--- src/rtl/pio_bank_pkg.sv ---
// rtl/pio_bank_pkg.sv - register map offsets, parameter limits and byte-lane helpers for pio_bank
package pio_bank_pkg;

  localparam int MAX_NUM_OUT    = 8;
  localparam int MAX_OUT_W      = 32;
  localparam int MAX_IN_W       = 32;
  localparam int MIN_DEB_CYCLES = 2;

  // Output channels always start at word 0; the remaining registers follow them.
  localparam int OUT_BASE = 0;

  function automatic int in_data_ofs(input int num_out);
    return num_out;
  endfunction

  function automatic int edge_ofs(input int num_out);
    return num_out + 1;
  endfunction

  function automatic int mask_ofs(input int num_out);
    return num_out + 2;
  endfunction

  // Expand the four byte enables into a 32-bit bit mask.
  function automatic logic [31:0] lane_mask(input logic [3:0] be);
    logic [31:0] m;
    m = '0;
    for (int b = 0; b < 4; b++) begin
      m[8*b +: 8] = {8{be[b]}};
    end
    return m;
  endfunction

  // Replace only the enabled bits of the old register value.
  function automatic logic [31:0] lane_merge(input logic [31:0] old_val,
                                             input logic [31:0] wdata,
                                             input logic [31:0] m);
    return (old_val & ~m) | (wdata & m);
  endfunction

endpackage

--- src/rtl/pio_bank_debounce.sv ---
// rtl/pio_bank_debounce.sv - input synchroniser with optional shared debounce counter (PIO_BANK_DEBOUNCE_EN)
module pio_bank_debounce
  import pio_bank_pkg::*;
#(
  parameter int IN_W       = 16,
  parameter int DEB_CYCLES = 50000
) (
  input  logic            clk,
  input  logic            reset,
  input  logic [IN_W-1:0] in_async,
  output logic [IN_W-1:0] deb
);

  logic [IN_W-1:0] sync1;
  logic [IN_W-1:0] sync2;

  if (DEB_CYCLES < MIN_DEB_CYCLES) begin : g_bad_deb_cycles
    $error("pio_bank_debounce: DEB_CYCLES must be at least 2");
  end

  // Two-flop synchroniser for the asynchronous switch/key inputs.
  always_ff @(posedge clk) begin
    if (reset) begin
      sync1 <= '0;
      sync2 <= '0;
    end else begin
      sync1 <= in_async;
      sync2 <= sync1;
    end
  end

`ifdef PIO_BANK_DEBOUNCE_EN
  localparam int CNT_W = $clog2(DEB_CYCLES);
  localparam logic [CNT_W-1:0] CNT_MAX = CNT_W'(DEB_CYCLES - 1);

  logic [CNT_W-1:0] cnt;
  logic [IN_W-1:0]  deb_q;
  logic             changing;

  // sync1 holds the next value of sync2, so a mismatch means the synchronised vector changes this edge.
  assign changing = (sync1 != sync2);

  // One counter shared by all bits: restart on any change, saturate, load the vector once stable.
  always_ff @(posedge clk) begin
    if (reset) begin
      cnt   <= '0;
      deb_q <= '0;
    end else begin
      if (changing) begin
        cnt <= '0;
      end else if (cnt != CNT_MAX) begin
        cnt <= cnt + 1'b1;
      end
      if (!changing && (cnt == CNT_MAX)) begin
        deb_q <= sync2;
      end
    end
  end

  assign deb = deb_q;
`else
  assign deb = sync2;
`endif

endmodule

--- src/rtl/pio_bank.sv ---
// rtl/pio_bank.sv - Avalon-MM parallel I/O bank: output registers, debounced inputs, edge capture, irq (PIO_BANK_DEBOUNCE_EN)
module pio_bank
  import pio_bank_pkg::*;
#(
  parameter int  NUM_OUT    = 2,
  parameter int  OUT_W      = 32,
  parameter int  IN_W       = 16,
  parameter int  DEB_CYCLES = 50000,
  localparam int ADDR_W     = $clog2(NUM_OUT + 3)
) (
  input  logic                     clk,
  input  logic                     reset,
  input  logic [ADDR_W-1:0]        avs_address,
  input  logic                     avs_read,
  input  logic                     avs_write,
  input  logic [31:0]              avs_writedata,
  input  logic [3:0]               avs_byteenable,
  output logic [31:0]              avs_readdata,
  output logic                     avs_readdatavalid,
  input  logic [IN_W-1:0]          in_port,
  output logic [NUM_OUT*OUT_W-1:0] out_port,
  output logic                     irq
);

  localparam logic [31:0] IN_ADDR   = 32'(in_data_ofs(NUM_OUT));
  localparam logic [31:0] EDGE_ADDR = 32'(edge_ofs(NUM_OUT));
  localparam logic [31:0] MASK_ADDR = 32'(mask_ofs(NUM_OUT));

  if (NUM_OUT < 1 || NUM_OUT > MAX_NUM_OUT) begin : g_bad_num_out
    $error("pio_bank: NUM_OUT out of range");
  end
  if (OUT_W < 1 || OUT_W > MAX_OUT_W) begin : g_bad_out_w
    $error("pio_bank: OUT_W out of range");
  end
  if (IN_W < 1 || IN_W > MAX_IN_W) begin : g_bad_in_w
    $error("pio_bank: IN_W out of range");
  end

  logic [OUT_W-1:0] out_q [NUM_OUT];
  logic [IN_W-1:0]  deb;
  logic [IN_W-1:0]  deb_prev;
  logic [IN_W-1:0]  edge_q;
  logic [IN_W-1:0]  mask_q;
  logic [IN_W-1:0]  w1c;
  logic [31:0]      be_mask;
  logic [31:0]      addr_w;
  logic [31:0]      rd_mux;

  pio_bank_debounce #(
    .IN_W       (IN_W),
    .DEB_CYCLES (DEB_CYCLES)
  ) u_debounce (
    .clk      (clk),
    .reset    (reset),
    .in_async (in_port),
    .deb      (deb)
  );

  assign addr_w  = 32'(avs_address);
  assign be_mask = lane_mask(avs_byteenable);
  assign w1c     = (avs_write && (addr_w == EDGE_ADDR)) ? IN_W'(avs_writedata & be_mask) : '0;

  for (genvar g = 0; g < NUM_OUT; g++) begin : g_out
    assign out_port[g*OUT_W +: OUT_W] = out_q[g];
  end

  // Register file writes, rising-edge capture with set-over-clear priority, registered irq.
  always_ff @(posedge clk) begin
    if (reset) begin
      for (int n = 0; n < NUM_OUT; n++) begin
        out_q[n] <= '0;
      end
      deb_prev <= '0;
      edge_q   <= '0;
      mask_q   <= '0;
      irq      <= 1'b0;
    end else begin
      deb_prev <= deb;
      edge_q   <= (edge_q & ~w1c) | (deb & ~deb_prev);
      irq      <= |(edge_q & mask_q);
      if (avs_write) begin
        for (int n = 0; n < NUM_OUT; n++) begin
          if (addr_w == 32'(OUT_BASE + n)) begin
            out_q[n] <= OUT_W'(lane_merge(32'(out_q[n]), avs_writedata, be_mask));
          end
        end
        if (addr_w == MASK_ADDR) begin
          mask_q <= IN_W'(lane_merge(32'(mask_q), avs_writedata, be_mask));
        end
      end
    end
  end

  // Read mux over the current (pre-write) register state; unmapped words read 0.
  always_comb begin
    rd_mux = '0;
    for (int n = 0; n < NUM_OUT; n++) begin
      if (addr_w == 32'(OUT_BASE + n)) begin
        rd_mux = 32'(out_q[n]);
      end
    end
    if (addr_w == IN_ADDR) begin
      rd_mux = 32'(deb);
    end
    if (addr_w == EDGE_ADDR) begin
      rd_mux = 32'(edge_q);
    end
    if (addr_w == MASK_ADDR) begin
      rd_mux = 32'(mask_q);
    end
  end

  // Fixed one-cycle read response; reset drops any read in flight.
  always_ff @(posedge clk) begin
    if (reset) begin
      avs_readdata      <= '0;
      avs_readdatavalid <= 1'b0;
    end else begin
      avs_readdatavalid <= avs_read;
      if (avs_read) begin
        avs_readdata <= rd_mux;
      end
    end
  end

endmodule
--- config.mk ---
export PLATFORM = sky130hd
export DESIGN_NAME = pio_bank
export DESIGN_NICKNAME = d
export VERILOG_FILES = /design/src/rtl/pio_bank_pkg.sv /design/src/rtl/pio_bank_debounce.sv /design/src/rtl/pio_bank.sv
export SDC_FILE = /design/constraint.sdc
export NUM_CORES = 1
export LEC_CHECK = 0
export BUFFER_PORTS_ARGS = -buffer_cell sky130_fd_sc_hd__buf_2
export CAP_MARGIN = 30
export CORE_UTILIZATION = 30
export CTS_CLUSTER_DIAMETER = 100
export DETAILED_ROUTE_END_ITERATION = 10
export SYNTH_ARGS = -nofsm -noshare
export SYNTH_HDL_FRONTEND = slang
export SYNTH_SLANG_ARGS = --single-unit
--- constraint.sdc ---
create_clock -name clk -period 3.1 [get_ports clk]
set_clock_uncertainty 0.05 [all_clocks]
set_input_delay 0.465 -clock clk [delete_from_list [all_inputs] [get_ports clk]]
set_output_delay 0.465 -clock clk [all_outputs]
set_load 0.005 [all_outputs]
# --- Word level (Yosys, flattened, before mapping) ---
# Memory sizes are Yosys's and may differ from the RTL's.
# Cells that the tools add are included.
word_totals:
  regBits: 114
  ramBits: 64
  out_inout_bits: 98
  memories: 1
classes:
  n_eq_ne: 4
  muxes: 18
  bitwise_logic: 16
  n_reduce_logical: 4
memory_table:
  columns: ["memory", "words", "word_bits", "rd", "rd_clocked_by_memory_dff", "wr", "line_no", "rtl"]
  rows:
  - ["out_q", 2, 32, 2, 0, 2, "pio_bank.sv:39", "logic [OUT_W-1:0] out_q [NUM_OUT];"]
op_table:
  columns: ["cell", "n"]
  rows:
  - ["$mux W32", 7]
  - ["$and A32 B32 Y32", 3]
  - ["$and A16 B16 Y16", 4]
  - ["$or A32 B32 Y32", 2]
  - ["$logic_not A32 Y1", 1]
  - ["$not A16 Y16", 2]
  - ["$not A32 Y32", 1]
  - ["$or A16 B16 Y16", 2]
  - ["$mux W16", 1]
  - ["$reduce_or A16 Y1", 1]
  - ["$mux W1", 10]
  - ["$eq A3 B2 Y1 const B", 2]
  - ["$eq A3 B1 Y1 const B", 1]
  - ["$eq A3 B3 Y1 const B", 1]
  - ["$or A1 B1 Y1", 2]
  - ["$reduce_and A2 Y1", 1]
  - ["$logic_and A1 B1 Y1", 1]

# --- Longest topological paths before layout ---
# Gate-level depths: netlist of run 1.
logic_depth:
  ltp_word: 6
  depth_mapped: 7
  mapped_depth_nobuf: 4

# --- Cells and area by module ---
# Synthesis of run 1 repeated with hierarchy kept, for this count alone.
unflattened:
  cells_unflattened: 665
  area_unflattened_um2: 7313.3
by_module_without_submodules:
  columns: ["mod", "instances", "cells_per_inst", "area_each_um2", "seq_area_each_um2"]
  rows:
  - ["pio_bank", 1, 598, 6449.9, 3563.4]
  - ["pio_bank_debounce", 1, 67, 863.3, 640.6]

# --- Least setup slack after synthesis of run 1 ---
# Ideal clock, no wire load.
synth_path:
  path_kind: "input to register"
  start: "in avs_address[0]"
  end: "mem out_q[0][0], enable pin"
  arrival_time_ns: 2.498
  required_time_ns: 2.622
  path_slack_ns: 0.124
  path_stages: 4
  n_path_buf: 3
  cell_sequence: "buf_6 -> buf_8 -> buf_2 -> o21bai_1"
synth_rtl:
  columns: ["element", "line_no", "rtl"]
  rows:
  - ["start, declared", "pio_bank.sv:13", "input logic [ADDR_W-1:0] avs_address,"]
  - ["end, declared", "pio_bank.sv:39", null]

# --- Worst setup path after layout of run 1 ---
layout_path:
  start: "in avs_address[0]"
  end: "reg avs_readdata[2]"
layout_between:
  elab_chain_len: 6
  elab_cells_between_ends: 10
layout_rtl:
  columns: ["element", "line_no", "rtl"]
  rows:
  - ["$logic_not A32 Y1", "pio_bank.sv:98", "if (addr_w == 32'(OUT_BASE + n)) begin"]
  - ["$mux W32 (2 in series)", "pio_bank.sv:98", null]
  - ["$mux W32", "pio_bank.sv:102", "if (addr_w == IN_ADDR) begin"]
  - ["$mux W32", "pio_bank.sv:105", "if (addr_w == EDGE_ADDR) begin"]
  - ["$mux W32 (*)", "pio_bank.sv:108", "if (addr_w == MASK_ADDR) begin"]
  - ["end signal, assigned", "pio_bank.sv:121", "avs_readdata <= rd_mux;"]
  - ["end, declared", "pio_bank.sv:18", "output logic [31:0] avs_readdata,"]
# Every way passes the cells marked *; elsewhere a longest branch is shown, timed or not.
# A chain may end at the register's enable or synchronous reset.

==> results of run 1 <==
-- layout by cell type, fill, tap and decap left out, types with 2 or more instances in the layout --
master / Yosys / routed
a21oi_1: 96 / 96
nand2b_1: 80 / 80
inv_6: 0 / 6
edfxtp_1: 64 / 64
and3_1: 3 / 3
nor2_1: 17 / 17
nand2_1: 82 / 82
a22oi_1: 7 / 7
mux2i_1: 16 / 16
clkbuf_16: 0 / 18
dfxtp_1: 114 / 114
mux4_2: 12 / 12
buf_12: 1 / 3
a211oi_2: 11 / 11
buf_4: 3 / 9
buf_2: 6 / 155
a211oi_1: 5 / 5
o21ai_0: 32 / 32
nand3_1: 2 / 2
a22oi_2: 11 / 11
nor2b_1: 49 / 49
a221oi_1: 3 / 3
a22o_1: 3 / 3
inv_4: 0 / 2
mux4_1: 4 / 4
inv_8: 0 / 3
diode_2: 0 / 2
-- cell type report --
cell class                      count  area (µm²)  share of cell area
Sequential cell                   178        4200               0.468
Multi-Input combinational cell    440        2870               0.319
Timing Repair Buffer              167         903               0.101
Clock buffer                       19         464              0.0517
Tap cell                          319         399              0.0445
Clock inverter                     13         133              0.0148
Antenna cell                        2        5.00            0.000557
Inverter                            1        3.75            0.000418
-- worst max-delay path by stage --
stage	start	endpoint	slack (ns)	depth (start not counted)
after CTS	avs_address[0]	avs_readdata[2]	1.20	5
after global routing	avs_address[0]	avs_readdata[2]	1.12	5
after global placement	avs_address[0]	avs_readdata[2]	0.77	5
after detailed placement	avs_address[0]	avs_readdata[2]	0.75	5
final	avs_address[0]	avs_readdata[2]	1.20	5
after floorplan	avs_address[0]	out_q[0][0]	0.12	4
-- stage by stage --
| stage | cell area (µm²) | util | power, µW | hold slack (ns) | setup WS, ns |
|---|---|---|---|---|---|
| 2_1_floorplan | 7340 | - | 2870 | 0.364 | 0.124 |
| 3_3_place_gp | 8380 | 0.353 | 3070 | 0.375 | 0.773 |
| 3_5_place_dp | 8380 | 0.353 | 3070 | 0.370 | 0.748 |
| 4_1_cts | 8970 | 0.378 | 5250 | 0.176 | 1.20 |
| 5_1_grt | 8980 | 0.378 | 5400 | 0.179 | 1.12 |
| 6_report | 8980 | 0.378 | 5200 | 0.194 | 1.20 |
-- logic make-up after synthesis --
kind of cell / Yosys count
AND/OR/NAND/NOR: 237
flip-flops: 178
AO/OA/AOI/OAI: 171
buffers and inverters: 45
multiplexers: 32
-- power by group through the flow --
| stage | clock (µW) | sequential, µW | combinational, µW |
|---|---|---|---|
| floorplan | 0 | 2620 | 249 |
| global placement | 0 | 2650 | 421 |
| detailed placement | 0 | 2650 | 424 |
| CTS | 2230 | 2590 | 426 |
| global route | 2330 | 2610 | 463 |
| finish | 2190 | 2590 | 421 |
-- state kept, by name (all words and copies together) (netlist names), named ones only --
register	cells
u_debounce.deb	16
u_debounce.sync1	16
avs_readdatavalid	1
avs_readdata	32
edge_q	16
irq	1
deb_prev	16
out_q	64
-- layer usage --
metal,global-route usage,share of wire,vias up
met5,0,0,-
met3,0.0376,0.046,26
met4,0.0646,0.022,0
li1,-,-,2630
met2,0.244,0.47,140
met1,0.222,0.46,2586
-- worst max-delay path, delay by kind of cell --
family | cells | cell delay (ns)
AO/OA/AOI/OAI | 2 | 0.26
buffers and inverters | 2 | 0.84
multiplexers | 1 | 0.56
==> summary.txt, run 1 <==
CTS
  – TritonCTS clock tree: built
  – Clock Path Buffers: 2
  – Root Buffer: clkbuf_16
  – Clk sinks: 178
  – Clock-pin slew on the worst setup and hold paths: 0.07 ns
  – Num CTS Buffers: 17
  – Post-CTS sizing: 0
  – Setup Buffers After CTS: 0
  – CTS H-tree depth: 4
  – CTS Hold Buffers Added: 0
  – Clock latency on the worst-skew pair: 0.43 ns

STA
  – Final Cycle Share: 0.614
  – Worst-margin pin slew: 0.723 ns
  – F_max: 0.526 GHz
  – Slew headroom: 0.518
  – Final Setup Violations: 0
  – Final hold vios: 0
  – Setup Total Neg Slack: 0 ns
  – RSZ-0062 raised after global routing: no
  – Max Slew Vio Count: 0
  – Crit path time final: 1.90 ns

Global routing
  – Largest net degree at the start of global routing: 60
  – Total gr overflow: 0
  – First-pass GRT wire length: 30,200 µm
  – Gr usage total: 0.162
  – Vias in the first global route: 5,083
  – Initial antenna violation count: 2

Power and ir drop
  – Worst VDD drop: 0.297 mV
  – Logic pwr share: 0.081
  – LEAKAGE: 0.00350 µW
  – Power share of the clock group: 0.421
  – Internal power: 3910 µW
  – Power per cell area: 580 nW/µm²
  – Sw Ratio: 0.248
  – Part of the power in registers: 0.499
  – Psw: 1290 µW

Route
  – Via count: 5,382
  – Initial DRC Count: 371
  – Drt first pass iters: 5
  – WL/cell: 17.5 µm
  – Post-route ant nets: 0
  – Detailed Route WL: 19,900 µm
  – DRC: 0
  – Via density: 4.73

Critical path
  – Startpoint types: input port
  – Crit-path slowest cell: mux4_1
  – Setup Crit Path Kind: in2reg
  – Worst path cell trace: buf_2 -> buf_4 -> mux4_1 -> a22oi_1 -> a211oi_1
  – Arr. time, crit path: 2.14 ns
  – RR Startpoint: out_q[0][32]
  – CP peak stage delay: 0.56 ns
  – Reg2reg setup slack: 1.58 ns
  – RR Endpoint: avs_readdata[0]
  – Worst-path fanout max: 19
  – Crit path required time: 3.34 ns
  – Worst setup EP type: flip-flop
  – Worst r2r path cells: 3

Synth
  – Post-synth top area share: 0.311
  – Largest family of logic cells by synthesized area: simple AND/OR/NAND/NOR gates
  – Synth cell count leaders: dfxtp_1, a21oi_1, nand2_1
  – Compound-Gate Fraction of Synth Area: 0.147
  – Post-Syn Area per Cell: 11.1 µm²
  – Synthesized Nets: 722
  – Top post-synthesis cells by area: dfxtp_1, edfxtp_1, nand2b_1
  – Synth warn: 0
  – Post-Synth Simple-Gate Area: 0.169
  – Mux cell area share after synthesis: 0.0729
  – FF+latch count, synth: 178
  – XOR/XNOR Fraction of Synth Area: 0
  – Register area share after synthesis: 0.573
  – Top_reg_cell synth: dfxtp_1
  – Area leader, netlist: dfxtp_1
  – Synth Area in Adders: 0
  – Asr flop ratio synth: 0
  – Mapped Area: 7340 µm²
  – Most frequent cell after synthesis: dfxtp_1
  – Syn Inst Count: 663
  – Post-synth EDFFs: 64
  – Distinct cell type count after synthesis: 33

Die
  – Die width: 158 µm
  – Die Y-Extent: 158 µm
  – Die footprint: 25,100 µm²
  – Boundary pin count: 157
  – Row count: 56
  – Core area: 23,800 µm²
  – Initial Utilization: 0.309

Cells and area
  – Non-filler cells, final: 1,139
  – Share of layout cells above drive strength 1: 0.291
  – Nets: 864
  – Syn-to-layout area delta: 22.3%
  – Fillers: 2,375

Hold path
  – Hold wc startpoint: in_port[12]
  – Worst min path class: in2reg
  – Hold Path Depth: 2
  – Hold Crit Endpoint: u_debounce.sync1[12]

Placement
  – DP HPWL: 14,100 µm
  – Placer Congestion: 0.800
  – IO Port Bufs: 156
  – Inst Count DP: 1,105

Status
  – Status: completed

Flow run
  – MaxCap Viol Count: 0
Note: power is estimated with default switching activity, not from simulation.
==> run 2: changes to the inputs <==
clock period = 1.6 ns   (was 3.1 ns; I/O delays follow)
==> run 2 against run 1 <==
Cell area grew 4.3%. Flip-flop and latch count is the same. Routed wire length grew 1.0%. Via count grew 2.0%.
==> summary.txt, run 2 (synthesis gave the netlist of run 1 again) <==
Power and ir drop
  – Power share of the clock group: 0.423 (+0.002)
  – Psw: 2530 µW (+96%)
  – Internal power: 7740 µW (+98%)
  – Power per cell area: 1100 nW/µm² (+89%)
  – Sw Ratio: 0.246 (-0.00169)
  – Total power: 10,300 µW (+97%)
  – Part of the power in registers: 0.489 (-0.010)
  – Logic pwr share: 0.089 (+0.008)
  – Worst VDD drop: 0.509 mV (+71%)
  – LEAKAGE: 0.00369 µW (+5.5%)

Cells and area
  – Syn-to-layout area delta: 27.6%
  – Commonest non-fill, non-tap cells in the layout: buf_2, dfxtp_1, a21oi_1
  – Multi-input gate area: 2880 µm² (+0.31%)
  – Largest reg by FF count: out_q
  – Fillers: 2,324 (-2.1%)
  – Most common cell after layout, fill and taps aside: buf_2
  – Final instance area: 9370 µm² (+4.3%)
  – Biggest regs: out_q: 64 flops, avs_readdata: 32 flops
  – Share of layout cells above drive strength 1: 0.299 (+0.00846)
  – Nets: 901 (+4.3%)
  – Max reg flops: 64 (unchanged)
  – Seq. cell area: 4200 µm² (unchanged)

Critical path
  – Worst-path fanout max: 3 (-16)
  – Startpoint types: flip-flop
  – Worst setup EP type: flip-flop
  – Arr. time, crit path: 1.70 ns (-0.44 ns)
  – CP peak stage delay: 0.51 ns (-0.05 ns)
  – Critical path's top delay family: multiplexers
  – Worst path cell trace: mux4_2 -> a22oi_2 -> a211oi_2
  – Crit path required time: 1.86 ns (-1.48 ns)
  – Setup Crit Path Kind: reg2reg
  – Worst Path Buf+Inv: 0 (-2)
  – Crit-path slowest cell: mux4_2

STA
  – Final Cycle Share: 0.901
  – RSZ-0062 raised after global routing: no
  – Max Slew Vio Count: 0 (unchanged)
  – Worst-margin pin slew: 0.616 ns (-0.107 ns)
  – Crit path time final: 1.44 ns
  – Final hold vios: 0 (unchanged)
  – Slew headroom: 0.588 (+0.0701)
  – Final Setup Violations: 0 (unchanged)
  – F_max: 0.694 GHz
  – Setup Total Neg Slack: 0 ns (unchanged)

CTS
  – Clock Path Buffers: 2 (unchanged)
  – Clk sinks: 178 (unchanged)
  – CTS H-tree depth: 4 (unchanged)
  – Clock latency on the worst-skew pair: 0.43 ns (about the same)
  – Clock-pin slew on the worst setup and hold paths: 0.07 ns (about the same)
  – Setup Buffers After CTS: 0 (unchanged)
  – Num CTS Buffers: 17 (unchanged)
  – Root Buffer: clkbuf_16
  – TritonCTS clock tree: built

Global routing
  – Total gr overflow: 0 (unchanged)
  – Vias in the first global route: 5,356 (+5.4%)
  – Met3 Use GR: 0.0340 (-0.00354)
  – Met2 Track Usage GR: 0.259 (+0.0152)
  – Largest net degree at the start of global routing: 71 (+18%)
  – First-pass GRT wire length: 30,800 µm (+2.2%)
  – Gr usage total: 0.165 (+0.00359)
  – Initial antenna violation count: 0 (-2)
  – GRT Max-Usage Layer: met2
  – Grt met1 use: 0.224 (+0.00191)

Route
  – Via count: 5,489 (+2.0%)
  – Post-route ant nets: 0 (unchanged)
  – Initial DRC Count: 527 (+42%)
  – Detailed Route WL: 20,100 µm (+1.0%)
  – Drt first pass iters: 5 (unchanged)
  – WL/cell: 17.1 µm (-2.1%)
  – Via density: 4.67 (-1.1%)
  – DRC: 0 (unchanged)

Die
  – Die Y-Extent: 158 µm (unchanged)
  – Row count: 56 (unchanged)
  – Die width: 158 µm (unchanged)
  – Core area: 23,800 µm² (unchanged)
  – Die footprint: 25,100 µm² (unchanged)
  – Boundary pin count: 157 (unchanged)
  – Initial Utilization: 0.309 (unchanged)

Placement
  – DP Area: 8550 µm² (+2.1%)
  – IO Port Bufs: 156 (unchanged)
  – DP HPWL: 14,400 µm (+1.8%)
  – Placer Congestion: 0.817 (+2.2%)

Flow run
  – MaxCap Viol Count: 0 (unchanged)

Status
  – Status: completed

Hold path
  – Worst min path class: in2reg
[run 2: cell count changes in the layout (fill, tap and decap cells not counted), sizes merged]
cell / previous run / this run
diode: 2 / 1
inv: 12 / 11
buf: 167 / 184
dlygate4sd3: 0 / 20
clkbuf: 19 / 20
[run 2: final timing paths]
kind | start | end | slack [ns] | depth (start not counted)
setup / recovery | out_q[0][37] | avs_readdata[5] | 0.16 | 3
hold / removal | avs_writedata[0] | flip-flop | 0.02 | 3
setup reg to reg | out_q[0][37] | avs_readdata[5] | 0.16 | 3
hold reg to reg | u_debounce.sync1[12] | u_debounce.deb[12] | 0.38 | 1
[run 2: what timing repair did]
action	in CTS	in global routing
gates resized for setup	0	0
endpoints found under the setup margin	0	0
endpoints found under the hold margin	20	0
hold buffers	20	0
[run 2: cell type report]
cell class,count,area share
Timing Repair Buffer,204,0.135
Tap cell,319,0.0426
Clock inverter,12,0.0135
Sequential cell,178,0.449
Antenna cell,1,0.000267
Inverter,1,0.000401
Multi-Input combinational cell,440,0.307
Clock buffer,20,0.0522
[run 2: power groups by stage]
stage	clock (µW)	combinational (µW)	sequential, µW
6_report	4340	911	5020
5_1_grt	4640	998	5040
4_1_cts	4460	919	5020
3_5_place_dp	0	880	5120
3_3_place_gp	0	872	5120
2_1_floorplan	0	496	5080
[run 2: stage by stage]
stage	std cells	hold slack [ns]	utilization	setup slack, ns
3_5_place_dp	1122	0.370	0.360	-0.0267
3_3_place_gp	1122	0.372	0.360	0.0102
2_1_floorplan	663	0.273	-	-0.0174
5_1_grt	1174	0.0202	0.394	0.115
6_report	1175	0.0209	0.394	0.158
4_1_cts	1174	0.00150	0.394	0.179
[run 2: metal layers]
layer / vias to the layer above / routed length (µm) / share of wire
li1: 2696 / - / -
met1: 2637 / 9200 / 0.46
met2: 138 / 9710 / 0.48
met3: 18 / 889 / 0.044
met4: 0 / 306 / 0.015
met5: - / 0 / 0
[run 2: worst register-to-register path, cell delays in order, from the launching register on]
cell and delay, ns:
edfxtp_1 0.46, mux4_2 0.51, a22oi_2 0.21, a211oi_2 0.10
==> run 3: changes to the inputs <==
HOLD_SLACK_MARGIN = 0.03   (was default)
SKIP_LAST_GASP = 1   (was default)
==> run 3 against run 2 <==
Via count up 0.67%. Routed wire length up 0.85%. Total power is 0.25% higher. Sequential power about the same. Maximum frequency decreased by 0.92%. First-iteration DRC count fell by 8.2%. Critical endpoint is now out_q[0][26]. Clock power barely moved. Core utilization up 0.46 points. Sequential share of layout area is 0.52 points lower.
==> summary.txt, run 3 (synthesis gave the netlist of run 1 again) <==
Cells and area
  – Most common cell after layout, fill and taps aside: buf_2
  – Non-filler cells, final: 1,185 (+0.85%)
  – Largest reg by FF count: out_q
  – Max reg flops: 64 (unchanged)
  – Share of layout cells above drive strength 1: 0.297 (-0.00265)
  – Syn-to-layout area delta: 29.1%
  – Biggest regs: out_q: 64 flops, avs_readdata: 32 flops
  – Final instance area: 9480 µm² (+1.2%)
  – Ant. Diodes: 0 (-1)
  – Util after Layout: 0.399 (+0.00464)
  – Nets: 912 (+1.2%)
  – Commonest non-fill, non-tap cells in the layout: buf_2, dfxtp_1, a21oi_1

Placement
  – DP Area: 8550 µm² (unchanged)
  – Placer Congestion: 0.817 (unchanged)
  – IO Port Bufs: 156 (unchanged)
  – Inst Count DP: 1,122 (unchanged)
  – DP HPWL: 14,400 µm (unchanged)

Power and ir drop
  – Internal power: 7760 µW (+0.23%)
  – Logic pwr share: 0.091 (+0.002)
  – Power share of the clock group: 0.422 (about the same)
  – Worst VDD drop: 0.509 mV (about the same)
  – LEAKAGE: 0.00374 µW (+1.3%)
  – Psw: 2540 µW (+0.31%)
  – Sw Ratio: 0.247 (about the same)
  – Power per cell area: 1090 nW/µm² (-0.92%)
  – Part of the power in registers: 0.488 (about the same)

Route
  – Drt first pass iters: 5 (unchanged)
  – Initial DRC Count: 484 (-8.2%)
  – Detailed Route WL: 20,300 µm (+0.85%)
  – Via count: 5,526 (+0.67%)
  – Via density: 4.66 (-0.18%)
  – Post-route ant nets: 0 (unchanged)
  – DRC: 0 (unchanged)
  – WL/cell: 17.1 µm (about the same)

CTS
  – Clk sinks: 178 (unchanged)
  – Clock-pin slew on the worst setup and hold paths: 0.07 ns (about the same)
  – TritonCTS clock tree: built
  – Clock Path Buffers: 2 (unchanged)
  – Num CTS Buffers: 17 (unchanged)
  – CTS H-tree depth: 4 (unchanged)
  – Root Buffer: clkbuf_16
  – Clock latency on the worst-skew pair: 0.43 ns (about the same)

Global routing
  – Initial antenna violation count: 0 (unchanged)
  – First-pass GRT wire length: 31,100 µm (+0.98%)
  – Vias in the first global route: 5,426 (+1.3%)
  – Total gr overflow: 0 (unchanged)
  – Largest net degree at the start of global routing: 71 (unchanged)
  – Gr usage total: 0.167 (+0.00142)

Die
  – Row count: 56 (unchanged)
  – Die Y-Extent: 158 µm (unchanged)
  – Boundary pin count: 157 (unchanged)
  – Die footprint: 25,100 µm² (unchanged)
  – Initial Utilization: 0.309 (unchanged)
  – Die width: 158 µm (unchanged)
  – Core area: 23,800 µm² (unchanged)

STA
  – Worst-margin pin slew: 0.353 ns (-0.263 ns)
  – Slew headroom: 0.764 (+0.175)
  – RSZ-0062 raised after global routing: no
  – Final hold vios: 0 (unchanged)
  – Crit path time final: 1.46 ns (+0.0134 ns)
  – Max Slew Vio Count: 0 (unchanged)
  – Final Cycle Share: 0.910 (+0.00839)
  – F_max: 0.687 GHz (-0.92%)
  – Final Setup Violations: 0 (unchanged)

Critical path
  – Setup Crit Path Kind: in2reg
  – Worst setup EP type: flip-flop
  – Worst-path fanout max: 48 (+45)
  – Arr. time, crit path: 1.68 ns (-0.02 ns)
  – Startpoint types: input port
  – Crit path required time: 1.82 ns (-0.04 ns)

Status
  – Status: completed

Hold path
  – Worst min path class: in2reg

Flow run
  – MaxCap Viol Count: 0 (unchanged)
run 3: through the flow:
step           setup slack, ns  hold WS [ns]  setup TNS [ns]  power, µW
3_5_place_dp           -0.0267         0.370         -0.0834       6000
6_report                 0.145        0.0586               0      10300
5_1_grt                 0.0917        0.0442               0      10700
3_3_place_gp            0.0102         0.372               0       5990
4_1_cts                 0.0942        0.0320               0      10400
2_1_floorplan          -0.0174         0.273          -0.556       5580
run 3: layer usage:
layer | vias to the layer above | global-route usage | part of all wire
li1 | 2715 | - | -
met1 | 2641 | 0.224 | 0.45
met2 | 149 | 0.263 | 0.48
met3 | 21 | 0.0346 | 0.049
met4 | 0 | 0.0604 | 0.018
met5 | - | 0 | 0
run 3: worst max-delay path, stage by stage:
cell	delay, ns
dlygate4sd3_1	0.53
buf_4	0.17
or2_2	0.34
buf_12	0.18
a21oi_1	0.17
run 3: power by group through the flow:
stage | Sequential [µW] | Clock, µW | Combinational [µW]
global route | 5040 | 4640 | 1020
detailed placement | 5120 | 0 | 880
floorplan | 5080 | 0 | 496
finish | 5020 | 4340 | 934
global placement | 5120 | 0 | 872
CTS | 5020 | 4460 | 941
run 3: timing repair:
action,4_1_cts,5_1_grt
resized for setup,0,1
setup buffers,0,0
endpoints found under the hold margin,31,0
setup endpoints to repair,0,14
hold buffers,31,0
run 3: path summary, 6_finish.rpt:
check	from	endpoint	slack (ns)	depth (start not counted)
setup / recovery	reset	out_q[0][26]	0.14	5
hold / removal	avs_writedata[5]	flip-flop	0.06	3
hold reg to reg	u_debounce.sync1[12]	u_debounce.deb[12]	0.38	1
setup reg to reg	out_q[0][37]	avs_readdata[5]	0.17	3
run 3: final cells by class:
type                    count  area [µm²]
clock inverters            12         126
fillers                  2317       14300
repair buffers            215        1380
inverters                   1        3.75
multi-input cells         440        2880
clock buffers              20         489
well taps                 319         399
flip-flops and latches    178        4200
